### src/rtl/time_set_if.sv
// Signal bundle between the 24h time-set sequencer and its neighbours
// (raw buttons, timekeeper, 7-seg display).
interface time_set_if;
  // There is no back-pressure on this bundle. load is a single-cycle strobe
  // that the timekeeper must accept on that cycle. load_hours and load_minutes
  // are meaningful only while load is high and read 0 otherwise. The button
  // inputs are level signals that may change asynchronously to clk.
  logic       btn_mode;
  logic       btn_up;
  logic       btn_down;
  logic [4:0] cur_hours;
  logic [5:0] cur_minutes;
  logic       run_en;
  logic       load;
  logic [4:0] load_hours;
  logic [5:0] load_minutes;
  logic [4:0] disp_hours;
  logic [5:0] disp_minutes;
  logic [5:0] blank_mask;
  logic [1:0] set_mode;

  modport master (
    output btn_mode, btn_up, btn_down, cur_hours, cur_minutes,
    input  run_en, load, load_hours, load_minutes,
    input  disp_hours, disp_minutes, blank_mask, set_mode
  );

  modport slave (
    input  btn_mode, btn_up, btn_down, cur_hours, cur_minutes,
    output run_en, load, load_hours, load_minutes,
    output disp_hours, disp_minutes, blank_mask, set_mode
  );
endinterface

### src/rtl/time_set_controller.sv
// Button-driven HH:MM editor for the 24h clock. It debounces the buttons, runs
// RUN -> SET_HR -> SET_MIN -> COMMIT, and drives the display value and blink mask.
module time_set_controller #(
  parameter int unsigned DEBOUNCE_CYC     = 1_000_000,
  parameter int unsigned REPEAT_DELAY_CYC = 50_000_000,
  parameter int unsigned REPEAT_RATE_CYC  = 10_000_000,
  parameter int unsigned BLINK_HALF_CYC   = 25_000_000,
  parameter int unsigned TIMEOUT_CYC      = 1_000_000_000
) (
  input  logic        clk,
  input  logic        reset,
  time_set_if.slave   bus
);

  localparam int unsigned RP_MAX = (REPEAT_DELAY_CYC > REPEAT_RATE_CYC) ?
                                   REPEAT_DELAY_CYC : REPEAT_RATE_CYC;
  localparam int DB_W = $clog2(DEBOUNCE_CYC + 1);
  localparam int RP_W = $clog2(RP_MAX + 1);
  localparam int BL_W = $clog2(BLINK_HALF_CYC + 1);
  localparam int TO_W = $clog2(TIMEOUT_CYC + 1);

  localparam logic [DB_W-1:0] DB_LAST  = DB_W'(DEBOUNCE_CYC - 1);
  localparam logic [RP_W-1:0] RP_DELAY = RP_W'(REPEAT_DELAY_CYC);
  localparam logic [RP_W-1:0] RP_RATE  = RP_W'(REPEAT_RATE_CYC);
  localparam logic [BL_W-1:0] BL_LAST  = BL_W'(BLINK_HALF_CYC - 1);
  localparam logic [TO_W-1:0] TO_LAST  = TO_W'(TIMEOUT_CYC - 1);

  typedef enum logic [1:0] {
    RUN     = 2'b00,
    SET_HR  = 2'b01,
    SET_MIN = 2'b10,
    COMMIT  = 2'b11
  } state_t;

  // Button index: 0 = mode, 1 = up, 2 = down.
  logic [2:0]      raw;
  logic [2:0]      sync1;
  logic [2:0]      sync2;
  logic [2:0]      level;
  logic [2:0]      press;
  logic [DB_W-1:0] db_cnt [0:2];

  logic [RP_W-1:0] rpt_cnt [0:1];
  logic [1:0]      rpt_first;
  logic [1:0]      rpt;

  state_t          state;
  state_t          state_next;
  logic [4:0]      edit_h;
  logic [4:0]      edit_h_next;
  logic [5:0]      edit_m;
  logic [5:0]      edit_m_next;
  logic [TO_W-1:0] idle_cnt;
  logic [BL_W-1:0] blink_cnt;
  logic            phase;

  logic in_set;
  logic mode_press;
  logic up_step;
  logic down_step;
  logic any_act;
  logic timeout;

  assign raw = {bus.btn_down, bus.btn_up, bus.btn_mode};

  // The level flips only after the synchronised input disagrees with it for
  // DEBOUNCE_CYC cycles in a row. The press pulse is issued on that same edge.
  always_ff @(posedge clk or negedge reset) begin
    if (!reset) begin
      sync1 <= '0;
      sync2 <= '0;
      level <= '0;
      press <= '0;
      for (int i = 0; i < 3; i++) db_cnt[i] <= '0;
    end else begin
      sync1 <= raw;
      sync2 <= sync1;
      press <= '0;
      for (int i = 0; i < 3; i++) begin
        if (sync2[i] == level[i]) begin
          db_cnt[i] <= '0;
        end else if (db_cnt[i] == DB_LAST) begin
          db_cnt[i] <= '0;
          level[i]  <= sync2[i];
          press[i]  <= sync2[i];
        end else begin
          db_cnt[i] <= db_cnt[i] + DB_W'(1);
        end
      end
    end
  end

  assign in_set = (state == SET_HR) || (state == SET_MIN);

  // The repeat counter counts cycles since the press, or since the last
  // repeat step. It restarts at 1 on each repeat, so the next compare is
  // exactly RATE cycles later.
  always_comb begin
    rpt = '0;
    for (int j = 0; j < 2; j++) begin
      rpt[j] = in_set && level[j+1] &&
               (rpt_first[j] ? (rpt_cnt[j] == RP_DELAY) : (rpt_cnt[j] == RP_RATE));
    end
  end

  always_ff @(posedge clk or negedge reset) begin
    if (!reset) begin
      rpt_first <= 2'b11;
      for (int j = 0; j < 2; j++) rpt_cnt[j] <= '0;
    end else begin
      for (int j = 0; j < 2; j++) begin
        if (!in_set || !level[j+1]) begin
          rpt_cnt[j]   <= '0;
          rpt_first[j] <= 1'b1;
        end else if (rpt[j]) begin
          rpt_cnt[j]   <= RP_W'(1);
          rpt_first[j] <= 1'b0;
        end else begin
          rpt_cnt[j]   <= rpt_cnt[j] + RP_W'(1);
        end
      end
    end
  end

  assign mode_press = press[0];
  assign up_step    = press[1] | rpt[0];
  assign down_step  = press[2] | rpt[1];
  assign any_act    = (|press) | up_step | down_step;
  assign timeout    = in_set && !any_act && (idle_cnt == TO_LAST);

  always_ff @(posedge clk or negedge reset) begin
    if (!reset) begin
      state  <= RUN;
      edit_h <= '0;
      edit_m <= '0;
    end else begin
      state  <= state_next;
      edit_h <= edit_h_next;
      edit_m <= edit_m_next;
    end
  end

  // A mode press takes priority over any step in the same cycle. Opposing
  // steps in the same cycle cancel each other.
  always_comb begin
    state_next  = state;
    edit_h_next = edit_h;
    edit_m_next = edit_m;
    case (state)
      RUN: begin
        if (mode_press) begin
          state_next  = SET_HR;
          edit_h_next = bus.cur_hours;
          edit_m_next = bus.cur_minutes;
        end
      end
      SET_HR: begin
        if (mode_press)                  state_next = SET_MIN;
        else if (timeout)                state_next = RUN;
        else if (up_step && !down_step)  edit_h_next = (edit_h == 5'd23) ? 5'd0 : edit_h + 5'd1;
        else if (down_step && !up_step)  edit_h_next = (edit_h == 5'd0) ? 5'd23 : edit_h - 5'd1;
      end
      SET_MIN: begin
        if (mode_press)                  state_next = COMMIT;
        else if (timeout)                state_next = RUN;
        else if (up_step && !down_step)  edit_m_next = (edit_m == 6'd59) ? 6'd0 : edit_m + 6'd1;
        else if (down_step && !up_step)  edit_m_next = (edit_m == 6'd0) ? 6'd59 : edit_m - 6'd1;
      end
      COMMIT:  state_next = RUN;
      default: state_next = RUN;
    endcase
  end

  // The idle and blink timers restart on entry to each edit state. They
  // also restart on every user action.
  always_ff @(posedge clk or negedge reset) begin
    if (!reset) begin
      idle_cnt  <= '0;
      blink_cnt <= '0;
      phase     <= 1'b0;
    end else begin
      if (!in_set || (state_next != state) || any_act) idle_cnt <= '0;
      else                                             idle_cnt <= idle_cnt + TO_W'(1);

      if (!in_set || (state_next != state) || up_step || down_step) begin
        blink_cnt <= '0;
        phase     <= 1'b0;
      end else if (blink_cnt == BL_LAST) begin
        blink_cnt <= '0;
        phase     <= ~phase;
      end else begin
        blink_cnt <= blink_cnt + BL_W'(1);
      end
    end
  end

  assign bus.run_en       = (state == RUN);
  assign bus.load         = (state == COMMIT);
  assign bus.load_hours   = (state == COMMIT) ? edit_h : 5'd0;
  assign bus.load_minutes = (state == COMMIT) ? edit_m : 6'd0;
  assign bus.disp_hours   = (state == RUN) ? bus.cur_hours : edit_h;
  assign bus.disp_minutes = (state == RUN) ? bus.cur_minutes : edit_m;
  assign bus.blank_mask   = !phase             ? 6'b000000 :
                            (state == SET_HR)  ? 6'b110000 :
                            (state == SET_MIN) ? 6'b001100 : 6'b000000;
  assign bus.set_mode     = state;

endmodule

### src/flat_wrapper.sv
// flat-port wrapper written by rule: the top's interface ports become plain ports
module time_set_controller_flat 
#(
  parameter int unsigned DEBOUNCE_CYC     = 1_000_000,
  parameter int unsigned REPEAT_DELAY_CYC = 50_000_000,
  parameter int unsigned REPEAT_RATE_CYC  = 10_000_000,
  parameter int unsigned BLINK_HALF_CYC   = 25_000_000,
  parameter int unsigned TIMEOUT_CYC      = 1_000_000_000
)
  (clk, reset, bus_btn_mode, bus_btn_up, bus_btn_down, bus_cur_hours, bus_cur_minutes, bus_run_en, bus_load, bus_load_hours, bus_load_minutes, bus_disp_hours, bus_disp_minutes, bus_blank_mask, bus_set_mode);
  time_set_if bus_i ();
  input  logic clk;
  input  logic reset;
  input wire logic [$bits(bus_i.btn_mode)-1:0] bus_btn_mode;
  input wire logic [$bits(bus_i.btn_up)-1:0] bus_btn_up;
  input wire logic [$bits(bus_i.btn_down)-1:0] bus_btn_down;
  input wire logic [$bits(bus_i.cur_hours)-1:0] bus_cur_hours;
  input wire logic [$bits(bus_i.cur_minutes)-1:0] bus_cur_minutes;
  output wire logic [$bits(bus_i.run_en)-1:0] bus_run_en;
  output wire logic [$bits(bus_i.load)-1:0] bus_load;
  output wire logic [$bits(bus_i.load_hours)-1:0] bus_load_hours;
  output wire logic [$bits(bus_i.load_minutes)-1:0] bus_load_minutes;
  output wire logic [$bits(bus_i.disp_hours)-1:0] bus_disp_hours;
  output wire logic [$bits(bus_i.disp_minutes)-1:0] bus_disp_minutes;
  output wire logic [$bits(bus_i.blank_mask)-1:0] bus_blank_mask;
  output wire logic [$bits(bus_i.set_mode)-1:0] bus_set_mode;
  assign bus_i.btn_mode = bus_btn_mode;
  assign bus_i.btn_up = bus_btn_up;
  assign bus_i.btn_down = bus_btn_down;
  assign bus_i.cur_hours = bus_cur_hours;
  assign bus_i.cur_minutes = bus_cur_minutes;
  assign bus_run_en = bus_i.run_en;
  assign bus_load = bus_i.load;
  assign bus_load_hours = bus_i.load_hours;
  assign bus_load_minutes = bus_i.load_minutes;
  assign bus_disp_hours = bus_i.disp_hours;
  assign bus_disp_minutes = bus_i.disp_minutes;
  assign bus_blank_mask = bus_i.blank_mask;
  assign bus_set_mode = bus_i.set_mode;
  time_set_controller #(.DEBOUNCE_CYC(DEBOUNCE_CYC), .REPEAT_DELAY_CYC(REPEAT_DELAY_CYC), .REPEAT_RATE_CYC(REPEAT_RATE_CYC), .BLINK_HALF_CYC(BLINK_HALF_CYC), .TIMEOUT_CYC(TIMEOUT_CYC)) u_core (.clk(clk), .reset(reset), .bus(bus_i));
endmodule
### config.mk
export PLATFORM = sky130hd
export DESIGN_NAME = time_set_controller_flat
export DESIGN_NICKNAME = d
export VERILOG_FILES = /design/src/rtl/time_set_if.sv /design/src/rtl/time_set_controller.sv /design/src/flat_wrapper.sv
export SDC_FILE = /design/constraint.sdc
export NUM_CORES = 1
export LEC_CHECK = 0
export BUFFER_PORTS_ARGS = -buffer_cell sky130_fd_sc_hd__clkbuf_2
export CORE_ASPECT_RATIO = 0.9
export CORE_MARGIN = 2
export CORE_UTILIZATION = 25
export DETAILED_ROUTE_END_ITERATION = 8
export GPL_TIMING_DRIVEN = 1
export PLACE_DENSITY_LB_ADDON = 0.2
export SLEW_MARGIN = 20
export SYNTH_ARGS = -nofsm -noshare
export SYNTH_HDL_FRONTEND = slang
export SYNTH_SLANG_ARGS = --single-unit
export TNS_END_PERCENT = 30
### constraint.sdc
create_clock -name clk -period 3.21 [get_ports clk]
set_input_delay 0.1605 -clock clk [delete_from_list [all_inputs] [get_ports clk]]
set_output_delay 0.1605 -clock clk [all_outputs]
set_load 0.1 [all_outputs]
==> results.yml, run 1 <==
outcome:
  outcome: "completed"
setup_path:
  crit_type: "register to register"
  cp-start-kind: "register"
  cp.arrival_ns: 3.40
  crit_cells: 10
  slowest_stage: "or4_4"
  worstPathMaxFanout: 10
  reg2regPathDepth: 10
  cp.required_ns: 3.60
  critPathBufInv: 2
  crit_family: "simple AND/OR/NAND/NOR gates"
  cp-end-kind: "register"
  path_cells: "inv_1 -> ha_1 -> nand4b_1 -> or4_4 -> a2111oi_4 -> buf_6 -> o211ai_4 -> or4b_1 -> a31oi_1 -> a221o_2"
  max_stage_delay_ns: 0.55
timing:
  period_minus_slack_ns: 3.01
  holdWs_ns: 0.0428
  finalSetupViolations: 0
  period_share_pct: 93.7
  setup_slack_ns: 0.202
  maxSlewViolCount: 0
  setup_tns_ns: 0
  tightest_slew_ns: 0.766
  fmax_mhz: 332
  relSlewSlack_pct: 48.9
  hold_violations: 0
  rsz0062_at_grt: "no"
  skew_ns: 0.0125
placed_design:
  portBuffers: 45
  place_hpwl_um: 14900
  routabilityCongestion: 0.779
  dp.cells: 1670
  placed_area_mm2: 0.0112
  dp_slack_ns: 0.167
global_routing:
  antenna_found_initial: 0
  grt_max_degree: 100
  grt_use_total_pct: 11.1
  overflow: 0
  first_global_vias: 7504
  grt_pass1_wl_um: 38500
route:
  drt-total-wl_um: 22000
  drc: 0
  routedLengthMet1_um: 11700
  vias: 7521
  dr.pass1.iters: 5
  drtIter0Drc: 409
  dr_wl_met3_um: 801
  wl_met2_um: 9210
  maxUsedRoutingLayer: "met4"
  wl_per_cell_um: 12.9
  post_drt_via_cell_ratio: 4.41
  route.antenna.remaining_nets: 0
layout:
  final_area_mm2: 0.0118
  nNetsFinal: 1187
  areaGrowthSynthToFinish_pct: 15.1
  drive_gt1_share_pct: 10.8
  final_cells: 1705
  fillers: 4253
  final_util_pct: 29.1
  antennaDiodeCount: 0
clock_tree:
  cts_tree: "built"
  clk_pin_slew_ns: 0.08
  cts_root_buf: "clkbuf_16"
  cts_num_sinks: 195
  worstSkewPairLatency_ns: 0.45
  htreeDepth: 4
  cts.path.max_buffers: 2
  numCtsBuffers: 17
  postCtsSetupBuffers: 0
worst_hold_path:
  hold_depth: 3
  hp-class: "input pin to register"
power_and_ir_drop:
  intPower_mw: 3.67
  switching_share_pct: 24.4
  finalPower_mw: 4.85
  powerDensity_mw_per_mm2: 410
  p_comb_share_pct: 3.9
  ir_drop_mv: 0.263
  p_leak_nw: 4.74
  clkPwrFrac_pct: 45.0
  power.switching_mw: 1.18
  seqPwrFrac_pct: 51.2
synth:
  ys_ff_latch: 195
  syn-instance-count: 1107
  synth_edf_count: 0
  synth_cell_type_count: 62
  post-synth-top-count-cell: "nor2_1"
  async_reset_ff_share_pct: 100
  yosys-top-cells-count: "nor2_1, dfrtp_1, nand2_1"
  synth_warnings: 0
  yosys.area.top_type_share_pct: 47.0
  netlist_top_cells_area: "dfrtp_1, nor2_1, xor2_1"
  syn_area_per_cell_um2: 9.28
  synthFlopType: "dfrtp_1"
  ys_seq_area_share_pct: 47.5
  syn_area_mm2: 0.0103
  yosysTopAreaCell: "dfrtp_1"
die:
  io_pins: 48
  dieArea_mm2: 0.0427
  initial_core_util_pct: 25.3
  core_mm2: 0.0406
  die_h_um: 196
  die_width_um: 218
  num_rows: 70
run:
  max_cap_violations: 0
==> cells in the final DEF, fill, tap and decap left out, drive strengths merged, types with 4 or more instances in the layout <==
| master | instances |
|---|---|
| a21o | 5 |
| a21oi | 26 |
| a31oi | 6 |
| and2 | 19 |
| and3 | 30 |
| and4 | 12 |
| and4b | 4 |
| buf | 18 |
| clkbuf | 63 |
| dfrtp | 193 |
| dlygate4sd3 | 4 |
| ha | 18 |
| inv | 40 |
| mux2 | 7 |
| mux2i | 11 |
| nand2 | 95 |
| nand3 | 77 |
| nand4 | 25 |
| nor2 | 210 |
| nor2b | 6 |
| nor3 | 15 |
| nor4 | 15 |
| nor4b | 5 |
| nor4bb | 5 |
| o211ai | 6 |
| o21ai | 29 |
| or3 | 15 |
| or4 | 4 |
| xnor2 | 64 |
| xor2 | 82 |
==> state kept, by name, indices dropped and copies added (netlist names) <==
register	cells
u_core.rpt_cnt	52
u_core.sync2	3
u_core.blink_cnt	25
u_core.bus.set_mode	2
u_core.edit_h	5
u_core.phase	1
u_core.db_cnt	60
u_core.rpt_first	2
u_core.press	3
u_core.idle_cnt	30
u_core.edit_m	6
u_core.level	3
u_core.sync1	3
==> metal layers <==
layer  global-route usage, %  vias to the layer above
met5                       0                        -
met4                    3.27                        0
met3                    2.71                       15
met2                    15.8                       96
met1                    16.5                     3547
li1                        -                     3863
==> cell families after synthesis <==
family | after synthesis | synth area share (%)
AO/OA/AOI/OAI | 99 | 6.51
adder cells (fa/ha/maj) | 18 | 2.19
AND/OR/NAND/NOR | 554 | 26.4
multiplexers | 18 | 1.84
other | 1 | 0.0365
XOR/XNOR | 146 | 12.5
buffers and inverters | 76 | 3.03
flip-flops | 195 | 47.5
==> path summary, 6_finish.rpt <==
kind	slack, ns	start	endpoint
max	0.20	u_core.rpt_cnt[26]	u_core.edit_h[4]
max reg2reg	0.20	u_core.rpt_cnt[26]	u_core.edit_h[4]
min reg2reg	0.35	u_core.sync1[0]	u_core.sync2[0]
min	0.04	bus_cur_hours[1]	u_core.edit_h[1]
min in group asynchronous	0.21	reset	u_core.db_cnt[43]
max in group asynchronous	2.10	reset	u_core.bus.set_mode[0]
==> what timing repair did <==
item / in CTS / in global routing
endpoints found under the setup margin: 0 / 15
gates resized for setup: 0 / 3
hold endpoints to repair: 47 / 0
hold buffers: 4 / 0
==> tightest hold or removal path: cells and delay by family <==
family                 cells  cell delay, ns
buffers and inverters      1            0.10
AO/OA/AOI/OAI              2            0.19
==> power groups by stage <==
stage	Combinational (mW)	Clock, mW	Sequential (mW)
3_5_place_dp	0.193	0	2.53
6_report	0.189	2.18	2.48
2_1_floorplan	0.109	0	2.53
4_1_cts	0.198	2.28	2.48
3_3_place_gp	0.193	0	2.53
5_1_grt	0.211	2.39	2.48
==> area by class of cell <==
cell class	count	area, um^2	area share [%]
well taps	540	676	5.72
repair buffers	67	425	3.60
clock inverters	13	151	1.28
flip-flops and latches	195	4880	41.3
inverters	35	131	1.11
clock buffers	18	429	3.63
multi-input cells	837	5120	43.3
No activity file was read; power rests on OpenSTA's default activity.
==> run 2, diff against run 1 <==
- PLACE_DENSITY: default -> 0.37
- PLACE_DENSITY_LB_ADDON: 0.2 -> default
==> run 2 against run 1 <==
  * Worst hold slack better by 0.015 ns
  * Highest routed layer unchanged
  * Setup slack gained 0.020 ns
  * Final area up 0.15%
  * Combinational power up 4%
  * Non-clock buffer count up 2
  * Final cell count grew 0.18%
  * Critical endpoint is now u_core.blink_cnt[12]
  * First-iteration DRC count grew 11%
  * Sequential cell count did not move
==> results.yml, run 2 (synthesized netlist as in run 1, its figures left out) <==
route:
  drc: 0
  route.antenna.remaining_nets: 0
  drt-total-wl_um: 23200
  vias: 7587
  drtIter0Drc: 454
  dr.pass1.iters: 4
  wl_per_cell_um: 13.6
  post_drt_via_cell_ratio: 4.44
setup_path:
  reg2reg_to: "u_core.blink_cnt[12]"
  rrSetupSlack_ns: 0.22
  crit_type: "register to register"
  reg2regPathDepth: 8
  slowest_stage: "or4_4"
  path_cells: "ha_1 -> and4_1 -> nand2_1 -> or4_4 -> a41o_1 -> a2111o_1 -> or2_2 -> nor2_1"
  cp-end-kind: "register"
  rr_startpoint: "u_core.idle_cnt[0]"
  cp.required_ns: 3.59
  worstPathMaxFanout: 16
  cp.arrival_ns: 3.37
  cp-start-kind: "register"
  max_stage_delay_ns: 0.58
power_and_ir_drop:
  ir_drop_mv: 0.263
  finalPower_mw: 4.82
  p_leak_nw: 4.77
  powerDensity_mw_per_mm2: 407
clock_tree:
  cts_tree: "built"
  clk_pin_slew_ns: 0.07
  htreeDepth: 4
  cts.path.max_buffers: 2
  cts_root_buf: "clkbuf_16"
  cts_num_sinks: 195
  worstSkewPairLatency_ns: 0.45
  numCtsBuffers: 17
placed_design:
  placed_area_mm2: 0.0112
  portBuffers: 45
  routabilityCongestion: 0.752
  place_hpwl_um: 15700
global_routing:
  grt_max_degree: 90
  first_global_vias: 7607
  grt_pass1_wl_um: 39900
  antenna_found_initial: 0
  overflow: 0
  grt_use_total_pct: 11.6
layout:
  regArea_mm2: 0.00488
  reg_top3: "u_core.db_cnt: 60 flops, u_core.rpt_cnt: 52 flops, u_core.idle_cnt: 30 flops"
  fillers: 4245
  largest_reg_flops: 60
  final_area_mm2: 0.0118
  areaGrowthSynthToFinish_pct: 15.3
  multi_input_area_mm2: 0.00512
  nNetsFinal: 1189
  layout_common_cells: "nor2_1, dfrtp_1, nand2_1"
  regMostFlops: "u_core.db_cnt"
  antennaDiodeCount: 0
  final_common_cell: "nor2_1"
  final_util_pct: 29.2
  drive_gt1_share_pct: 10.7
timing:
  period_minus_slack_ns: 2.99
  tightest_slew_ns: 0.806
  hold_violations: 0
  relSlewSlack_pct: 46.2
  fmax_mhz: 335
  period_share_pct: 93.1
  holdWs_ns: 0.0577
  rsz0062_at_grt: "no"
  finalSetupViolations: 0
  setup_tns_ns: 0
  skew_ns: 0.00967
  maxSlewViolCount: 0
die:
  initial_core_util_pct: 25.3
  core_mm2: 0.0406
  num_rows: 70
  dieArea_mm2: 0.0427
  die_h_um: 196
  die_width_um: 218
  io_pins: 48
worst_hold_path:
  hp-start: "bus_cur_hours[3]"
  hold_depth: 3
  hp-class: "input pin to register"
  min_to: "u_core.edit_h[3]"
outcome:
  outcome: "completed"
run:
  max_cap_violations: 0
[run 2: changes by cell type in the layout (fill, tap and decap cells not counted), sizes merged]
cell         delta
inv             -4
buf             +2
clkinvlp        -3
bufinv          -1
dlygate4sd3     +1
clkbuf          +6
clkinv          +2
[run 2: final cells by class]
type | count | area share [%]
clock buffer | 25 | 4.27
clock inverter | 7 | 0.602
inverter | 35 | 1.11
multi-input combinational | 837 | 43.2
sequential | 195 | 41.3
tap | 540 | 5.71
timing repair buffer | 69 | 3.83
[run 2: layer usage]
layer	routed length [um]	share of wire, %	track usage [%]	vias up
met2	9850	42	17.4	85
met3	750	3.2	2.64	13
met5	0	0	0	-
met1	12400	53	16.6	3629
li1	-	-	-	3860
met4	267	1.1	3.48	0
[run 2: metrics by stage]
| stage | instances | setup slack, ns |
|---|---|---|
| 2_1_floorplan | 1108 | 0.273 |
| 3_3_place_gp | 1671 | 0.154 |
| 3_5_place_dp | 1671 | 0.0793 |
| 4_1_cts | 1708 | 0.0700 |
| 5_1_grt | 1708 | 0.0432 |
| 6_report | 1708 | 0.222 |
[run 2: how the worst max path moves through the flow]
stage / slack, ns / startpoint / to
6_report: 0.22 / u_core.idle_cnt[0] / u_core.blink_cnt[12]
5_1_grt: 0.04 / u_core.idle_cnt[0] / u_core.blink_cnt[14]
4_1_cts: 0.07 / u_core.rpt_cnt[26] / u_core.blink_cnt[12]
3_5_place_dp: 0.08 / u_core.rpt_cnt[26] / u_core.blink_cnt[12]
3_3_place_gp: 0.15 / u_core.rpt_cnt[26] / u_core.blink_cnt[16]
2_1_floorplan: 0.27 / u_core.bus.set_mode[1] / u_core.edit_h[4]
[run 2: report_power, final]
| group | internal, mW | total [mW] | switching, mW |
|---|---|---|---|
| combinational | 0.0420 | 0.196 | 0.154 |
| sequential | 2.47 | 2.48 | 0.0133 |
| clock | 1.18 | 2.14 | 0.961 |
| total | 3.69 | 4.82 | 1.13 |
[run 2: what timing repair did]
| action | 4_1_cts | 5_1_grt |
|---|---|---|
| hold endpoints to repair | 90 | 0 |
| setup endpoints to repair | 0 | 20 |
| setup buffers | 0 | 0 |
| resized for setup | 0 | 1 |
| hold buffers | 5 | 0 |
[run 2: worst max-delay path, delay by kind of cell, from the launching register on]
kind	cells	cell delay (ns)
compound gates	2	0.68
fa+ha+maj	1	0.28
flops	1	0.41
simple gates	5	1.52
==> run 3, diff against run 2 <==
- CORE_UTILIZATION: 25 -> 40
- PLACE_DENSITY: 0.37 -> 0.54
==> run 3 against run 2 <==
  * First-iteration DRC count grew 13%
  * Non-clock buffer count shrank 4
  * Highest routed layer unchanged
  * Utilization up 17 points
  * Critical path type unchanged
  * Worst hold slack gained 0.00090 ns
  * Count of clock-buffer cells in the layout fell by 6
  * Maximum frequency fell by 0.16%
  * Final cell count fell by 12%
  * Sequential power hardly changed
  * Total power fell by 1.3%
  * Sequential cell count is the same
  * Final area shrank 2.5%
  * Wire length down 12%
==> results.yml, run 3 (synthesized netlist as in run 1, its figures left out) <==
outcome:
  outcome: "completed"
placed_design:
  routabilityCongestion: 0.802
  dp_slack_ns: 0.148
  placed_area_mm2: 0.0109
  portBuffers: 45
  place_hpwl_um: 13800
clock_tree:
  worstSkewPairLatency_ns: 0.43
  cts.path.max_buffers: 2
  cts_num_sinks: 195
  cts_tree: "built"
  numCtsBuffers: 17
  cts_root_buf: "clkbuf_16"
  clk_pin_slew_ns: 0.08
  htreeDepth: 4
timing:
  period_minus_slack_ns: 2.99
  period_share_pct: 93.2
  fmax_mhz: 334
  relSlewSlack_pct: 51.5
  setup_slack_ns: 0.217
  tightest_slew_ns: 0.728
  rsz0062_at_grt: "no"
  finalSetupViolations: 0
  maxSlewViolCount: 0
  skew_ns: 0.0107
  setup_tns_ns: 0
  hold_violations: 0
layout:
  final_area_mm2: 0.0115
  largest_reg_flops: 60
  layout_common_cells: "nor2_1, dfrtp_1, nand2_1"
  regArea_mm2: 0.00488
  nNetsFinal: 1185
  areaGrowthSynthToFinish_pct: 12.4
  antennaDiodeCount: 0
  final_common_cell: "nor2_1"
  reg_top3: "u_core.db_cnt: 60 flops, u_core.rpt_cnt: 52 flops, u_core.idle_cnt: 30 flops"
  fillers: 2469
  regMostFlops: "u_core.db_cnt"
  drive_gt1_share_pct: 10.7
  multi_input_area_mm2: 0.00512
setup_path:
  max_stage_delay_ns: 0.58
  crit_type: "register to register"
  critPathBufInv: 0
  slowest_stage: "or4_4"
  rrSetupSlack_ns: 0.22
  path_cells: "ha_1 -> and4_1 -> nand2_1 -> or4_4 -> a41o_1 -> a2111o_1 -> or2_2 -> nor2_1"
  cp.required_ns: 3.57
  cp-end-kind: "register"
  rr_startpoint: "u_core.idle_cnt[0]"
  worstPathMaxFanout: 16
  reg2regPathDepth: 8
  cp-start-kind: "register"
  crit_family: "simple AND/OR/NAND/NOR gates"
  reg2reg_to: "u_core.blink_cnt[11]"
  cp.arrival_ns: 3.36
global_routing:
  antenna_found_initial: 1
  grt_use_total_pct: 16.0
  first_global_vias: 7331
  grt_max_degree: 80
  overflow: 0
  grt_pass1_wl_um: 36200
die:
  num_rows: 55
  die_width_um: 173
  initial_core_util_pct: 40.8
  core_mm2: 0.0252
  dieArea_mm2: 0.0270
  io_pins: 48
  die_h_um: 156
power_and_ir_drop:
  p_leak_nw: 4.73
  ir_drop_mv: 0.322
  powerDensity_mw_per_mm2: 412
route:
  post_drt_via_cell_ratio: 5.03
  drt-total-wl_um: 20400
  dr.pass1.iters: 5
  drtIter0Drc: 513
  route.antenna.remaining_nets: 0
  drc: 0
  vias: 7570
  wl_per_cell_um: 13.5
worst_hold_path:
  hp-start: "bus_cur_minutes[4]"
  hold_depth: 3
  min_to: "u_core.edit_m[4]"
  hp-class: "input pin to register"
run:
  max_cap_violations: 0
==> run 3: report_power, final <==
part	total [mW]	switching, mW	internal, mW
clock network	2.08	1.04	1.04
logic	0.186	0.146	0.0398
registers	2.48	0.0138	2.47
total	4.75	1.20	3.55
==> run 3: worst max-delay path by stage <==
| stage | startpoint | end | cells after the start | slack, ns |
|---|---|---|---|---|
| floorplan | u_core.bus.set_mode[1] | u_core.edit_h[4] | 8 | 0.27 |
| global placement | u_core.idle_cnt[0] | u_core.blink_cnt[3] | 8 | 0.27 |
| detailed placement | u_core.idle_cnt[0] | u_core.blink_cnt[11] | 8 | 0.15 |
| CTS | u_core.idle_cnt[0] | u_core.blink_cnt[11] | 8 | 0.13 |
| global route | u_core.idle_cnt[0] | u_core.blink_cnt[20] | 8 | 0.05 |
| finish | u_core.idle_cnt[0] | u_core.blink_cnt[11] | 8 | 0.22 |
==> run 3: worst register-to-register path: cells and delay by family, from the launching register on <==
family | cells | cell delay [ns]
simple gates | 5 | 1.56
compound gates | 2 | 0.70
flops | 1 | 0.41
fa+ha+maj | 1 | 0.26
==> run 3: area by class of cell <==
| type | instances | share of cell area, % |
|---|---|---|
| multi-input cells | 837 | 44.3 |
| flip-flops and latches | 195 | 42.3 |
| clock buffers | 19 | 3.84 |
| well taps | 342 | 3.71 |
| repair buffers | 65 | 3.63 |
| inverters | 35 | 1.14 |
| clock inverters | 13 | 1.02 |
==> run 3: per-layer routing <==
metal / part of all wire (%) / global-route usage [%]
met1: 52 / 22.6
met2: 44 / 25.2
met3: 3.1 / 3.29
met4: 0.91 / 4.44
met5: 0 / 0
==> run 3: metrics by stage <==
| stage | hold WS (ns) | power (mW) | cells | utilization, % |
|---|---|---|---|---|
| floorplan | -0.135 | 2.64 | 1108 | - |
| global placement | 0.250 | 2.72 | 1470 | 43.4 |
| detailed placement | 0.251 | 2.72 | 1470 | 43.4 |
| CTS | 0.0399 | 4.84 | 1506 | 45.8 |
| global route | 0.0550 | 4.96 | 1506 | 45.8 |
| finish | 0.0586 | 4.75 | 1506 | 45.8 |
==> run 3: timing repair <==
action                                  CTS  global route
hold buffers                              4             0
endpoints found under the hold margin    80             0
gates resized for setup                   0             1
buffers inserted                          0             0
endpoints found under the setup margin    0            14
